$ cat src/rtl/shift_pkg.sv
// Shared types for the pipelined shifter: operation encoding and per-stage control payload.
package shift_pkg;

    typedef enum logic [2:0] {
        SHIFT_SLL = 3'd0,
        SHIFT_SRL = 3'd1,
        SHIFT_SRA = 3'd2,
        SHIFT_ROL = 3'd3,
        SHIFT_ROR = 3'd4
    } shift_op_t;

    // Control part of a stage payload; the WIDTH-dependent data word travels beside it.
    typedef struct packed {
        logic      valid;
        shift_op_t op;
        logic      carry;
    } shift_ctl_t;

endpackage

$ cat src/rtl/shift_stage.sv
// One barrel stage: shift by DIST when en is set, otherwise pass through.
// Rotate modes exist only when SHIFT_UNIT_ROTATE_EN is defined.
module shift_stage
    import shift_pkg::*;
#(
    parameter int WIDTH = 8,
    parameter int DIST  = 1
) (
    input  logic             en,
    input  shift_op_t        op,
    input  logic [WIDTH-1:0] a,
    output logic [WIDTH-1:0] y
);

    // Mode-dependent fill; reserved ops leave the word untouched
    always_comb begin
        y = a;
        if (en) begin
            case (op)
                SHIFT_SLL: y = a << DIST;
                SHIFT_SRL: y = a >> DIST;
                SHIFT_SRA: y = WIDTH'($signed(a) >>> DIST);
`ifdef SHIFT_UNIT_ROTATE_EN
                SHIFT_ROL: y = {a[WIDTH-DIST-1:0], a[WIDTH-1:WIDTH-DIST]};
                SHIFT_ROR: y = {a[DIST-1:0], a[WIDTH-1:DIST]};
`endif
                default:   y = a;
            endcase
        end else begin
            y = a;
        end
    end

endmodule

$ cat src/rtl/shift_unit_pipe.sv
// Pipelined log2(WIDTH)-stage shifter with valid/ready on both sides and carry/zero flags.
// Optional rotate support is enabled by defining SHIFT_UNIT_ROTATE_EN.
module shift_unit_pipe
    import shift_pkg::*;
#(
    parameter  int WIDTH = 8,
    localparam int SHW   = $clog2(WIDTH)
) (
    input  logic             clk,
    input  logic             rst,
    input  logic             in_valid,
    output logic             in_ready,
    input  logic [WIDTH-1:0] in_a,
    input  logic [SHW-1:0]   in_shamt,
    input  shift_op_t        in_op,
    output logic             out_valid,
    input  logic             out_ready,
    output logic [WIDTH-1:0] out_y,
    output logic             out_carry,
    output logic             out_zero
);

    localparam int MID = (SHW > 1) ? SHW - 1 : 1;

    logic             advance_s;
    logic             carry_s;
    logic [SHW-1:0]   sll_idx_s;
    logic [SHW-1:0]   srl_idx_s;

    shift_ctl_t       st_ctl_s   [SHW];
    logic [WIDTH-1:0] st_data_s  [SHW];
    logic [SHW-1:0]   st_shamt_s [SHW];
    logic [WIDTH-1:0] st_y_s     [SHW];

    shift_ctl_t       ctl_r      [MID];
    logic [WIDTH-1:0] data_r     [MID];
    logic [SHW-1:0]   shamt_r    [MID];

    logic             out_valid_r;
    logic             out_carry_r;
    logic             out_zero_r;
    logic [WIDTH-1:0] out_y_r;

    assign advance_s = !out_valid_r || out_ready;
    assign in_ready  = advance_s;

    // WIDTH - shamt, taken modulo WIDTH by the index width
    assign sll_idx_s = {SHW{1'b0}} - in_shamt;
    assign srl_idx_s = in_shamt - SHW'(1'b1);

    // Carry comes from the operand at the input so it can ride the pipe with the data
    always_comb begin
        carry_s = 1'b0;
        if (in_shamt != {SHW{1'b0}}) begin
            case (in_op)
                SHIFT_SLL:            carry_s = in_a[sll_idx_s];
                SHIFT_SRL, SHIFT_SRA: carry_s = in_a[srl_idx_s];
`ifdef SHIFT_UNIT_ROTATE_EN
                SHIFT_ROL:            carry_s = in_a[sll_idx_s];
                SHIFT_ROR:            carry_s = in_a[srl_idx_s];
`endif
                default:              carry_s = 1'b0;
            endcase
        end else begin
            carry_s = 1'b0;
        end
    end

    for (genvar k = 0; k < SHW; k++) begin : g_stage
        if (k == 0) begin : g_head
            assign st_ctl_s[k]   = '{valid: in_valid, op: in_op, carry: carry_s};
            assign st_data_s[k]  = in_a;
            assign st_shamt_s[k] = in_shamt;
        end else begin : g_link
            assign st_ctl_s[k]   = ctl_r[k-1];
            assign st_data_s[k]  = data_r[k-1];
            assign st_shamt_s[k] = shamt_r[k-1];
        end

        shift_stage #(
            .WIDTH (WIDTH),
            .DIST  (1 << k)
        ) u_stage (
            .en (st_shamt_s[k][k]),
            .op (st_ctl_s[k].op),
            .a  (st_data_s[k]),
            .y  (st_y_s[k])
        );

        if (k < SHW - 1) begin : g_mid
            // Intermediate stage register; holds whenever the pipe is stalled
            always_ff @(posedge clk) begin
                if (rst) begin
                    ctl_r[k]   <= '{valid: 1'b0, op: SHIFT_SLL, carry: 1'b0};
                    data_r[k]  <= {WIDTH{1'b0}};
                    shamt_r[k] <= {SHW{1'b0}};
                end else if (advance_s) begin
                    ctl_r[k]   <= st_ctl_s[k];
                    data_r[k]  <= st_y_s[k];
                    shamt_r[k] <= st_shamt_s[k];
                end
            end
        end
    end

    // Output register: result and both flags are captured together from the last stage
    always_ff @(posedge clk) begin
        if (rst) begin
            out_valid_r <= 1'b0;
            out_carry_r <= 1'b0;
            out_zero_r  <= 1'b0;
            out_y_r     <= {WIDTH{1'b0}};
        end else if (advance_s) begin
            out_valid_r <= st_ctl_s[SHW-1].valid;
            out_carry_r <= st_ctl_s[SHW-1].carry;
            out_zero_r  <= (st_y_s[SHW-1] == {WIDTH{1'b0}});
            out_y_r     <= st_y_s[SHW-1];
        end
    end

    assign out_valid = out_valid_r;
    assign out_carry = out_carry_r;
    assign out_zero  = out_zero_r;
    assign out_y     = out_y_r;

endmodule

$ cat config.mk
export PLATFORM = sky130hd
export DESIGN_NAME = shift_unit_pipe
export DESIGN_NICKNAME = d
export VERILOG_FILES = /design/src/rtl/shift_pkg.sv /design/src/rtl/shift_stage.sv /design/src/rtl/shift_unit_pipe.sv
export SDC_FILE = /design/constraint.sdc
export NUM_CORES = 1
export LEC_CHECK = 0
export CAP_MARGIN = 10
export CORE_UTILIZATION = 51
export CTS_BUF_LIST = sky130_fd_sc_hd__clkbuf_16
export DETAILED_ROUTE_END_ITERATION = 10
export PLACE_DENSITY = 0.89
export REMOVE_ABC_BUFFERS = 1
export SLEW_MARGIN = 15
export SYNTH_ARGS = -nofsm -noshare
export SYNTH_HDL_FRONTEND = slang
export SYNTH_HIERARCHICAL = 1
export SYNTH_SLANG_ARGS = --single-unit
$ cat constraint.sdc
create_clock -name clk -period 2 [get_ports clk]
set_input_delay 0.4 -clock clk [delete_from_list [all_inputs] [get_ports clk]]
set_output_delay 0.4 -clock clk [all_outputs]
set_load 0.02 [all_outputs]
# After elaboration in Yosys (flattened, before gate mapping)
# Memories as Yosys holds them, arrays and structs flattened.
# Cells that the tools add are included.
# W data, S select, Z words.
totals:
  register_bits: 11
  latch_bits: 0
  mem_bits_rw: 32
  romBits: 0
  inputBits: 18
  output_inout_bits: 12
  elab_cells: 54
  memories: 3
mem_list:
  columns: ["name", "words", "word_bits", "read_ports", "rd_ports_with_merged_regs", "wr", "line_no", "source"]
  rows:
  - ["data_r", 2, 8, 2, 0, 2, "shift_unit_pipe.sv:36", "logic [WIDTH-1:0] data_r [MID];"]
  - ["ctl_r", 2, 5, 2, 0, 2, "shift_unit_pipe.sv:35", "shift_ctl_t ctl_r [MID];"]
  - ["shamt_r", 2, 3, 2, 0, 2, "shift_unit_pipe.sv:37", "logic [SHW-1:0] shamt_r [MID];"]
op_classes:
  addsub: 2
  mul: 0
  div_mod_pow: 0
  order_cmp: 2
  eq_ne: 6
  n_shift: 0
  n_mux: 23
  bitwise: 6
  n_reduce_logical: 8
op_table:
  columns: ["operator", "count"]
  rows:
  - ["$pmux W8 S3", 3]
  - ["$mux W8", 5]
  - ["$mux W5", 2]
  - ["$eq A3 B1 Y1 const B", 3]
  - ["$eq A3 B2 Y1 const B", 3]
  - ["$logic_not A3 Y1", 3]
  - ["$logic_not A8 Y1", 1]
  - ["$lt A3 B4 Y1 const B", 2]
  - ["$mux W1", 8]
  - ["$bmux W1 S3", 2]
  - ["$mux W3", 2]
  - ["$or A1 B1 Y1", 6]
  - ["$reduce_bool A3 Y1", 1]
  - ["$sub A1 B3 Y3 const A", 1]
  - ["$sub A3 B1 Y3 const B", 1]
  - ["$pmux W1 S2", 1]
  - ["$reduce_or A2 Y1", 1]
  - ["$logic_not A1 Y1", 1]
  - ["$logic_or A1 B1 Y1", 1]

# Logic depth before layout (Yosys ltp)
# Gate-level depths: netlist (run 1).
logic_depth:
  depth_word: 6
  ltp_mapped: 7
  ltp_nobuf: 7

# By module
# Netlist (run 1), hierarchy kept.
modules_own_cells:
  columns: ["module", "instances", "cells_each", "area_per_inst_um2", "seq_area_each_um2"]
  rows:
  - ["shift_unit_pipe", 1, 129, 1661.6, 1091.0]
  - ["shift_stage at g_stage[0].u_stage", 1, 41, 325.3, 0.0]
  - ["shift_stage at g_stage[1].u_stage", 1, 47, 319.1, 0.0]
  - ["shift_stage at g_stage[2].u_stage", 1, 32, 247.7, 0.0]

# Least setup slack after synthesis (run 1)
# OpenSTA, ideal clock, no wires.
synth_path:
  path_kind: "in2reg"
  start: "input port in_shamt[0]"
  end: "memory ctl_r[0][0] (netlist bit) (data pin)"
  setup_ns: 0.259
  arrival_time_ns: 1.861
  required_ns: 1.741
  setup_slack_ns: -0.120
  cell_stages: 7
  path_buffers: 0
  path_cell_list: "inv_1 > ha_1 > ha_1 > mux4_1 > mux2i_1 > nor3_1 > o31a_1"
synth_lines:
  columns: ["item", "line_no", "source"]
  rows:
  - ["start, declared", "shift_unit_pipe.sv:14", "input logic [SHW-1:0] in_shamt,"]
  - ["end, declared", "shift_unit_pipe.sv:35", null]

==> impl_metrics.tcl, run 1 <==
set metrics [dict create \
    status "complete, no violations" \
    portBuffers 29 \
    drive_above_1_share 0.261 \
    cts_tree "yes" \
    async_flop_share 0 \
    track_usage 0.214 \
    clkTransAtPathRegs_ns 0.06 \
    drc_errors 0 \
    crit_chain "buf_2 > inv_2 > ha_4 > ha_4 > mux4_2 > mux2i_1 > nor3_1 > o31a_1" \
    endpoint "ctl_r[0][0]$_SDFFCE_PN0P_" \
    worst_ir_drop_vdd_mv 0.354 \
    die_y_um 72.8 \
    rsz0062_at_grt "no" \
    synth.distinct_cells 49 \
    clockBufferDepth 2 \
    nets 315 \
    synth_area_leaders "edfxtp_1 (34%), dfxtp_1 (8.6%), and2_1 (6.4%), nand2_1 (4.7%), a21oi_1 (4.5%)" \
    period_needed_ns 1.95 \
    worst_slew_pin_slew_ns 0.713 \
    clk_latency_ns 0.28 \
    cp_slowest_stage_delay_ns 0.49 \
    slew_headroom 0.524 \
    hold_viol 0 \
    detailed_place_hpwl_um 3770 \
    gr-total-overflow 0 \
    grt_pass1_wl_um 8580 \
    num_rows 25 \
    drtIter0Drc 96 \
    slew_viol_final 0 \
    cts.sinks 40 \
    clockRootBuffer "clkbuf_16" \
    worstSetupStartpoint "in_shamt[0]" \
    synth_cells 249 \
    setup_slack_ns 0.0546 \
    first_pass_iters 4 \
    synthMostInstantiatedCell "nand2_1" \
    cpMostUsedCell "ha_4" \
    core_um2 4790 \
    finalCoreUtilization 0.668 \
    routed_wl_um 5210 \
    yosysTopAreaCell "edfxtp_1" \
    via_per_inst 5.73 \
    io_pins 30 \
    path_class "in2reg" \
    syn_to_final_growth_pct 25.2 \
    fin_crit_sh 0.973 \
    seq_area_frac_synth 0.427 \
    end_kind "flip-flop" \
    critPathSlowestCell "mux4_2" \
    cts_buffers 5 \
    ff2ff_path_depth 4 \
    min_path_cells 2 \
    powerDensity_nw_per_um2 686 \
    ys_ff_latch 40 \
    cellLeakagePower_nw 1.19 \
    via_count 2073 \
    post_dp_cell_area_um2 3020 \
    r2r_start "ctl_r[0][1]$_SDFFCE_PN0P_" \
    hold_class "reg2reg" \
    crit_fanout 2 \
    wl_per_cell_um 14.4 \
    synth_commonest_cells "nand2_1 (32), edfxtp_1 (29), and2_1 (26)" \
    synth_top_area_share 0.341 \
    antenna_found_initial 0 \
    synth_ff_type "edfxtp_1" \
    gp_congestion 0.851 \
    synth-warning-count 6 \
    die_w_um 72.8 \
    grt_pass1_vias 1934 \
    maxCapViolCount 0 \
    grt_max_degree 30 \
    instances_no_fill 362 \
    htreeDepth 2 \
    fillers 369 \
    total_power_mw 2.19 \
    netlist_area_um2 2550 \
    fmax_mhz 514 \
    worstPathRequired_ns 2.03 \
    post_synth.cell_area_avg_um2 10.3 \
    antenna_cells 0 \
    dpl.cell_count 353 \
    dieArea_um2 5290 \
    post-place-ws_ns -0.723 \
    skew_ns 0.00490 \
    synth_edf_count 29 \
    r2r_end "data_r[1][6]$_SDFFCE_PN0P_" \
    ant_nets 0 \
    crit_arrival_ns 1.98 \
    setup_viol 0 \
    start_util 0.534 \
    regToRegSetupSlack_ns 0.24 \
    worstSetupStartpointType "input port" \
    design_area_um2 3200 \
]
worst min path at each step:
stage                                   start                      to  slack [ns]
CTS                     out_y[7]$_SDFFE_PP0P_   out_y[7]$_SDFFE_PP0P_        0.45
detailed placement      out_y[7]$_SDFFE_PP0P_   out_y[7]$_SDFFE_PP0P_        0.45
floorplan           ctl_r[1][4]$_SDFFCE_PN0P_  out_valid$_SDFFE_PP0P_        0.43
global route            out_y[1]$_SDFFE_PP0P_   out_y[1]$_SDFFE_PP0P_        0.48
global placement    ctl_r[1][4]$_SDFFCE_PN0P_  out_valid$_SDFFE_PP0P_        0.44
finish                  out_y[7]$_SDFFE_PP0P_   out_y[7]$_SDFFE_PP0P_        0.45
worst max-delay path: cells and delay by family:
kind / cells / cell delay [ns]
compound gates: 1 / 0.29
simple gates: 1 / 0.08
buf+inv: 2 / 0.14
mux: 2 / 0.64
fa+ha+maj: 2 / 0.43
per-layer routing:
metal / GRT usage / routed length [um] / share of wire / vias up
met2: 0.414 / 2910 / 0.56 / 65
met4: 0.115 / 89 / 0.017 / 0
met3: 0.0428 / 203 / 0.039 / 10
met1: 0.211 / 2000 / 0.38 / 979
met5: 0 / 0 / 0 / -
li1: - / - / - / 1019
cell type report:
type	instances	area, um^2	area share
Sequential cell	40	1090	0.341
Timing Repair Buffer	53	470	0.147
Clock buffer	5	125	0.0391
Multi-Input combinational cell	185	1380	0.432
Clock inverter	3	12.5	0.00391
Inverter	9	33.8	0.0106
Tap cell	67	83.8	0.0262
placed cells by master (no fill, tap or decap), drive strengths merged, types with 5 or more instances in the layout:
cell / instances
buf: 26
mux2: 8
nor3: 5
dfxtp: 11
clkdlybuf4s50: 25
edfxtp: 29
and4bb: 5
a21oi: 25
nand2b: 8
nor2: 6
o22ai: 13
o21ai: 10
clkbuf: 5
and2: 27
inv: 11
nand2: 32
flip-flops by register name (all words and copies together) (netlist names):
register / count
out_y: 8
out_valid: 1
ctl_r: 10
out_carry: 1
out_zero: 1
data_r: 16
shamt_r: 3
where the power goes:
part	internal, mW	leakage [nW]	switching (mW)	total [mW]
Clock	0.449	0.0762	0.278	0.728
Sequential	0.958	0.430	0.0548	1.01
Combinational	0.242	0.685	0.212	0.453
cells by family after synthesis:
logic type	synth area share
buffers and inverters	0.0480
adders and majority gates	0.0147
DFF	0.427
and+or+nand+nor	0.230
muxes	0.0843
AOI/OAI and AO/OA	0.196
metrics by stage:
stage | hold slack (ns) | TNS (ns)
floorplan | 0.433 | -7.79
global placement | 0.439 | -4.18
detailed placement | 0.446 | -6.03
CTS | 0.451 | 0
global route | 0.476 | 0
finish | 0.448 | 0
what timing repair did:
| action | 4_1_cts | 5_1_grt |
|---|---|---|
| gates resized for setup | 22 | 0 |
| setup buffers | 1 | 0 |
| setup endpoints to repair | 2 | 0 |
| hold buffers | 0 | 0 |
(Power assumes the default switching activity.)
==> run 2, diff against run 1 <==
SKIP_CTS_REPAIR_TIMING = 1   (was unset)
==> run 2 against run 1 <==
Effect of this change: combinational power increased by 2%; register-to-register slack about the same; sequential power about the same; utilization increased by 0.58 points; critical endpoint unchanged; highest routed layer unchanged.
==> impl_metrics.tcl, run 2 (synthesis gave the netlist of run 1 again) <==
set metrics [dict create \
    drtIter0Drc 90 \
    largest_reg_flops 16 \
    fin_crit_sh 0.978 \
    power.switching_mw 0.554 \
    num_rows 25 \
    core_um2 4790 \
    crit_fanout 2 \
    worst_ir_drop_vdd_mv 0.362 \
    cts_tree "yes" \
    antenna_cells 0 \
    powerDensity_nw_per_um2 685 \
    clockBufferDepth 2 \
    drive_above_1_share 0.264 \
    p_comb_frac 0.210 \
    detailed_place_hpwl_um 3770 \
    switching_share 0.251 \
    maxCapViolCount 0 \
    track_usage 0.211 \
    design_area_um2 3220 \
    hold_class "reg2reg" \
    intPower_mw 1.65 \
    nets 315 \
    portBuffers 29 \
    clkTransAtPathRegs_ns 0.05 \
    finalCoreUtilization 0.674 \
    path_class "in2reg" \
    hold-worst-slack_ns 0.448 \
    max_flop_register "data_r" \
    dieArea_um2 5290 \
    via_count 2064 \
    cts.sinks 40 \
    antenna_found_initial 0 \
    mostFrequentLayoutCells "nand2_1 (32), edfxtp_1 (29), and2_1 (26)" \
    setup_tns_ns 0 \
    final_common_cell "nand2_1" \
    worstPathRequired_ns 2.03 \
    routed_wl_um 5220 \
    worst_slew_pin_slew_ns 0.712 \
    cts_buffers 5 \
    drc_errors 0 \
    slew_headroom 0.525 \
    die_y_um 72.8 \
    fmax_mhz 511 \
    clk_latency_ns 0.28 \
    wl_per_cell_um 14.4 \
    syn_to_final_growth_pct 26.3 \
    crit_arrival_ns 1.99 \
    start_util 0.534 \
    rsz0062_at_grt "no" \
    instances_no_fill 362 \
    grt_max_degree 30 \
    status "complete, no violations" \
    cellLeakagePower_nw 1.21 \
    period_needed_ns 1.96 \
    post-place-ws_ns -0.723 \
    slew_viol_final 0 \
    first_pass_iters 4 \
    worstSetupStartpointType "input port" \
    setup_slack_ns 0.0434 \
    ant_nets 0 \
    setup_viol 0 \
    gr-total-overflow 0 \
    grt_pass1_wl_um 8450 \
    via_per_inst 5.70 \
    gp_congestion 0.851 \
    grt_pass1_vias 1918 \
    pwr-share-clk 0.332 \
    clockRootBuffer "clkbuf_16" \
    hold_viol 0 \
    io_pins 30 \
    post_dp_cell_area_um2 3020 \
    die_w_um 72.8 \
    dpl.cell_count 353 \
    end_kind "flip-flop" \
    skew_ns 0.00443 \
    htreeDepth 2 \
    total_power_mw 2.21 \
    fillers 356 \
    p_seq_frac 0.458 \
]
==> run 2: final timing paths <==
path	to	depth (start not counted)	slack [ns]	start
min	out_y[7]$_SDFFE_PP0P_	2	0.45	out_y[7]$_SDFFE_PP0P_
min reg2reg	out_y[7]$_SDFFE_PP0P_	2	0.45	out_y[7]$_SDFFE_PP0P_
max reg2reg	data_r[1][6]$_SDFFCE_PN0P_	4	0.24	ctl_r[0][1]$_SDFFCE_PN0P_
max	ctl_r[0][0]$_SDFFCE_PN0P_	8	0.04	in_shamt[1]
==> run 2: power by group through the flow <==
stage          sequential, mW  clock [mW]  combinational (mW)
6_report                 1.01       0.733               0.463
3_3_place_gp             1.02           0               0.414
4_1_cts                  1.01       0.743               0.433
2_1_floorplan            1.03           0               0.240
3_5_place_dp             1.03           0               0.429
5_1_grt                  1.02       0.770               0.505
==> run 2: worst max-delay path: stages <==
cell      delay, ns
clkbuf_2       0.08
inv_2          0.04
ha_4           0.16
ha_4           0.27
mux4_2         0.49
mux2i_1        0.17
nor3_1         0.08
o31a_1         0.29
==> run 2: area by class of cell <==
type | instances | area, um^2 | area share
repair buffers | 53 | 484 | 0.150
clock inverters | 3 | 12.5 | 0.00388
clock buffers | 5 | 125 | 0.0388
multi-input cells | 185 | 1390 | 0.432
inverters | 9 | 33.8 | 0.0105
flip-flops and latches | 40 | 1090 | 0.338
well taps | 67 | 83.8 | 0.0260
==> run 2: layer usage <==
layer	track usage	up-vias	part of all wire
met5	0	-	0
li1	-	1018	-
met4	0.109	0	0.026
met1	0.203	967	0.39
met2	0.415	64	0.55
met3	0.0442	15	0.040
==> run 3, diff against run 2 <==
TNS_END_PERCENT = 50   (was unset)
clock period = 1.59 ns   (was 2 ns; I/O delays follow)
==> run 3 against run 2 <==
Effect of this change: the flow now finishes with violations (setup timing); sequential power up 26%; global-route usage down 0.77 points; die area did not move; via count increased by 1.2%; utilization up 4.9 points; flip-flop and latch count unchanged; final cell count rose by 3.0%; sequential share of layout area is 2.3 points lower; first-iteration DRC count is 11% lower; routed wire length is 11% higher; final area rose by 7.2%; largest cell class unchanged; largest power group unchanged; highest routed layer unchanged.
==> impl_metrics.tcl, run 3 (synthesis gave the netlist of run 1 again) <==
set metrics [dict create \
    status "complete, but fails checks" \
    violations "setup timing" \
    r2r_end "out_zero$_SDFFE_PP0P_" \
    grt_pass1_vias 1888 \
    num_rows 25 \
    hold_class "reg2reg" \
    fmax_mhz 537 \
    syn_to_final_growth_pct 35.4 \
    cts_tree "yes" \
    post_dp_cell_area_um2 3090 \
    clockBufferDepth 2 \
    worstPathRequired_ns 1.62 \
    nets 326 \
    period_needed_ns 1.86 \
    hold_viol 0 \
    first_pass_iters 4 \
    worstSetupStartpointType "input port" \
    setup_viol 2 \
    worst_slew_pin_slew_ns 0.348 \
    fin_crit_sh 1.17 \
    slew_headroom 0.767 \
    clkTransAtPathRegs_ns 0.06 \
    portBuffers 29 \
    mostFrequentLayoutCells "nand2_1 (32), edfxtp_1 (29), buf_4 (27)" \
    io_pins 30 \
    detailed_place_hpwl_um 3730 \
    max_flop_register "data_r" \
    total_power_mw 2.99 \
    wl_per_cell_um 15.5 \
    cellLeakagePower_nw 1.35 \
    p_seq_frac 0.425 \
    path_class "in2reg" \
    rsz0062_at_grt "yes" \
    die_w_um 72.8 \
    ff2ff_path_depth 7 \
    worstSetupStartpoint "in_a[7]" \
    endpoint "ctl_r[0][0]$_SDFFCE_PN0P_" \
    powerDensity_nw_per_um2 864 \
    finalCoreUtilization 0.722 \
    cts.sinks 40 \
    core_um2 4790 \
    slew_viol_final 0 \
    end_kind "flip-flop" \
    power.switching_mw 0.752 \
    cts_buffers 5 \
    design_area_um2 3460 \
    maxCapViolCount 0 \
    via_count 2089 \
    antenna_found_initial 0 \
    grt_max_degree 30 \
    ant_nets 0 \
    gp_congestion 0.852 \
    p_comb_frac 0.223 \
    switching_share 0.252 \
    crit_arrival_ns 1.89 \
    drc_errors 0 \
    skew_ns 0.00392 \
    dieArea_um2 5290 \
    drtIter0Drc 80 \
    track_usage 0.203 \
    intPower_mw 2.24 \
    regToRegSetupSlack_ns -0.12 \
    die_y_um 72.8 \
    htreeDepth 2 \
    routed_wl_um 5770 \
    start_util 0.534 \
    setup_slack_ns -0.271 \
    clockRootBuffer "clkbuf_16" \
    pwr-share-clk 0.352 \
    gr-total-overflow 0 \
    antenna_cells 0 \
    fillers 328 \
    via_per_inst 5.60 \
    drive_above_1_share 0.343 \
    hold-worst-slack_ns 0.456 \
    largest_reg_flops 16 \
    crit_fanout 3 \
    clk_latency_ns 0.28 \
    grt_pass1_wl_um 8170 \
    r2r_start "ctl_r[1][1]$_SDFFCE_PN0P_" \
    worst_ir_drop_vdd_mv 0.457 \
    final_common_cell "nand2_1" \
]
==> run 3: changes by cell type in the layout (fill, tap and decap cells not counted), moves of 4 or more <==
cell             previous run  this run
a2bb2oi_1                   4         0
a2bb2oi_2                   0         4
buf_4                      23        27
clkdlybuf4s50_1            25        21
dlymetal6s2s_1              2         6
==> run 3: worst min path at each step <==
stage,depth (start not counted),end,start
detailed placement,2,out_y[7]$_SDFFE_PP0P_,out_y[7]$_SDFFE_PP0P_
global placement,2,out_y[6]$_SDFFE_PP0P_,out_y[6]$_SDFFE_PP0P_
global route,2,out_y[5]$_SDFFE_PP0P_,out_y[5]$_SDFFE_PP0P_
CTS,2,out_y[7]$_SDFFE_PP0P_,out_y[7]$_SDFFE_PP0P_
floorplan,1,out_carry$_SDFFE_PP0P_,rst
finish,2,out_y[7]$_SDFFE_PP0P_,out_y[7]$_SDFFE_PP0P_
==> run 3: stage by stage <==
| step | setup slack [ns] | TNS [ns] | std cells |
|---|---|---|---|
| after floorplan | -0.674 | -31.30 | 234 |
| after global placement | -0.984 | -8.90 | 358 |
| after detailed placement | -1.05 | -9.94 | 358 |
| after CTS | -0.759 | -2.59 | 366 |
| after global routing | -0.331 | -0.716 | 373 |
| final | -0.271 | -0.390 | 373 |
==> run 3: layout make-up <==
type,count,area (um^2),share of cell area
multi-input combinational,185,1470,0.425
sequential,40,1090,0.316
timing repair buffer,64,612,0.177
clock inverter,2,11.3,0.00326
inverter,9,38.8,0.0112
clock buffer,6,150,0.0434
tap,67,83.8,0.0242
==> run 3: routing by layer <==
metal  routed length (um)  GRT usage
met3                  218     0.0525
met5                    0          0
met2                 3340      0.388
met1                 2160      0.201
met4                   53      0.100
==> run 3: critical path: stages <==
cell	delay, ns
clkdlybuf4s50_1	0.48
mux4_1	0.53
mux2i_2	0.21
nor3b_1	0.08
o31a_1	0.27
==> run 3: power groups by stage <==
stage	clock network [mW]	logic, mW	registers, mW
finish	1.05	0.668	1.27
global route	1.11	0.718	1.28
CTS	1.07	0.575	1.26
detailed placement	0	0.570	1.28
global placement	0	0.551	1.28
floorplan	0	0.302	1.30
==> RTL edit (config.mk and constraints of run 2) <==
`WIDTH` is set to 8 in 2 places; all go to 16.
--- a/src/rtl/shift_stage.sv
+++ b/src/rtl/shift_stage.sv
@@ -3,7 +3,7 @@
 module shift_stage
     import shift_pkg::*;
 #(
-    parameter int WIDTH = 8,
+    parameter int WIDTH = 16,
     parameter int DIST  = 1
 ) (
     input  logic             en,
--- a/src/rtl/shift_unit_pipe.sv
+++ b/src/rtl/shift_unit_pipe.sv
@@ -3,7 +3,7 @@
 module shift_unit_pipe
     import shift_pkg::*;
 #(
-    parameter  int WIDTH = 8,
+    parameter  int WIDTH = 16,
     localparam int SHW   = $clog2(WIDTH)
 ) (
     input  logic             clk,
Ports: changed (resized in_a, in_shamt and out_y); port bits go from 30 to 47. The function was not compared with the original's and may differ.
==> RTL edit against run 2 <==
  * Final area grew 95%
  * Non-clock buffer count grew 39
  * Setup slack gained 0.13 ns
  * Register-to-register slack lost 0.07 ns
  * Sequential cell count grew 48
  * Synthesized area grew 100%
  * Clock skew grew 0.0066 ns
  * Total power grew 100%
  * Wire length grew 110%
  * Combinational power grew 65%
  * Fmax grew 7.1%
==> RTL edit: results (changes against run 2) <==
stage,metric,value,unit,change
yosys,Gate Count Post-Synth,458,,+84%
clock_tree,H-tree Lvls,3,,+1
place,I/O Buffers,46,,+59%
worst_setup_path,CP Max Fanout,8,,+6
yosys,top post-synthesis cells by area,"edfxtp_1 (40%), and2_1 (12%), dfxtp_1 (7.4%)",,
place,DP Worst Slack,-0.6746,ns,+0.04847 ns
global_routing,first-pass GRT wire length,17730,microns,+110%
worst_setup_path,CP max-delay cell,or3b_1,,
run_status,status,"complete, no violations",,
worst_hold_path,hold wc startpoint,out_y[6]$_SDFFE_PP0P_,,
drt,routed wire length,11090,microns,+110%
drt,Pre-Repair DR Iteration Count,5,,+1
cells_and_area,share of layout cells above drive strength 1,0.2156,,-0.04879
worst_setup_path,crit-path max cell delay,0.62,ns,+0.13 ns
yosys,Post-synth top cells,"and2_1 (95), edfxtp_1 (69), nand2_1 (49), a21oi_1 (26)",,
drt,DR vias/cell,5.779,,+1.4%
drt,1st-iter DRT viols,167,,+86%
place,gpl congestion,0.9379,,+10%
clock_tree,CTS buffer count,9,,+4
place,Placed Cells incl. Taps,655,,+86%
yosys,distinct cell type count after synthesis,55,,+12%
clock_tree,clock-pin slew on the worst setup and hold paths,0.07,ns,+0.02 ns
global_routing,largest net degree at the start of global routing,70,,+130%
global_routing,Tot GR Track Use,0.2218,,+0.01107
yosys,"Seq/Total Area, Yosys",0.4750,,+0.04779
place,HPWL after detailed placement,7768,microns,+110%
worst_setup_path,Critical Path Source Type,flop,,
cells_and_area,max FFs per register,48,,+32
clock_tree,clk_lat worst skew,0.34,ns,+0.06 ns
drt,vias post-DR,3878,,+88%
worst_setup_path,Critical R2R Launch,ctl_r[1][3]$_SDFFCE_PN0P_,,
cells_and_area,Post-layout nets,562,,+78%
sta,worst slew pin tran,0.4892,ns,-0.2223 ns
yosys,"EDFF count, synth",69,,+140%
power,maximum VDD drop,0.3863,mV,+6.6%
global_routing,vias in the first global route,3762,,+96%
worst_setup_path,Worst Path Arrival,1.93,ns,-0.06 ns
[RTL edit: cell types whose count changed after synthesis, moves of 5 or more]
cell	run 2	this run
a22o_1	1	9
nand2b_1	7	2
a2bb2oi_1	4	12
buf_6	3	9
edfxtp_1	29	69
and2_1	26	95
nand2_1	32	49
dfxtp_1	11	19
a221o_1	1	19
nor2_1	5	11
[RTL edit: cell type report]
cell class	instances	area [sq um]
Multi-Input combinational cell	334	2495
Sequential cell	88	2452
Timing Repair Buffer	92	850.8
Clock inverter	7	52.55
Tap cell	133	166.4
Fill cell	751	3502
Clock buffer	9	225.2
Inverter	8	30.03
[RTL edit: worst min-delay path: stages (launching register included)]
cell     delay, ns
dfxtp_1       0.31
nand2_1       0.05
a21oi_1       0.05
[RTL edit: worst paths after layout]
check | endpoint | slack (ns)
worst max-delay path | data_r[2][5]$_SDFFCE_PN0P_ | 0.17
worst min-delay path | out_y[6]$_SDFFE_PP0P_ | 0.45
worst max register to register | data_r[2][5]$_SDFFCE_PN0P_ | 0.17
worst min register to register | out_y[6]$_SDFFE_PP0P_ | 0.45
[RTL edit: power by group]
part | switching (mW) | leakage, nW | internal, mW
sequential | 0.0986 | 0.974 | 2.09
clock | 0.713 | 0.144 | 0.855
combinational | 0.349 | 1.31 | 0.414
total | 1.16 | 2.43 | 3.36
[RTL edit: logic make-up (layout without fill, tap and decap cells)]
group | count (synthesis) | after routing | synth area share
simple gates | 187 | 187 | 0.2106
compound gates | 119 | 119 | 0.1907
flops | 88 | 88 | 0.4750
buf+inv | 36 | 116 | 0.04217
mux | 21 | 21 | 0.06811
xor+xnor | 5 | 5 | 0.008484
fa+ha+maj | 2 | 2 | 0.004847
[RTL edit: routing by layer]
metal / global-route usage / share of wire
met1: 0.2363 / 0.39
met2: 0.4292 / 0.55
met3: 0.04000 / 0.041
met4: 0.08681 / 0.023
met5: 0 / 0
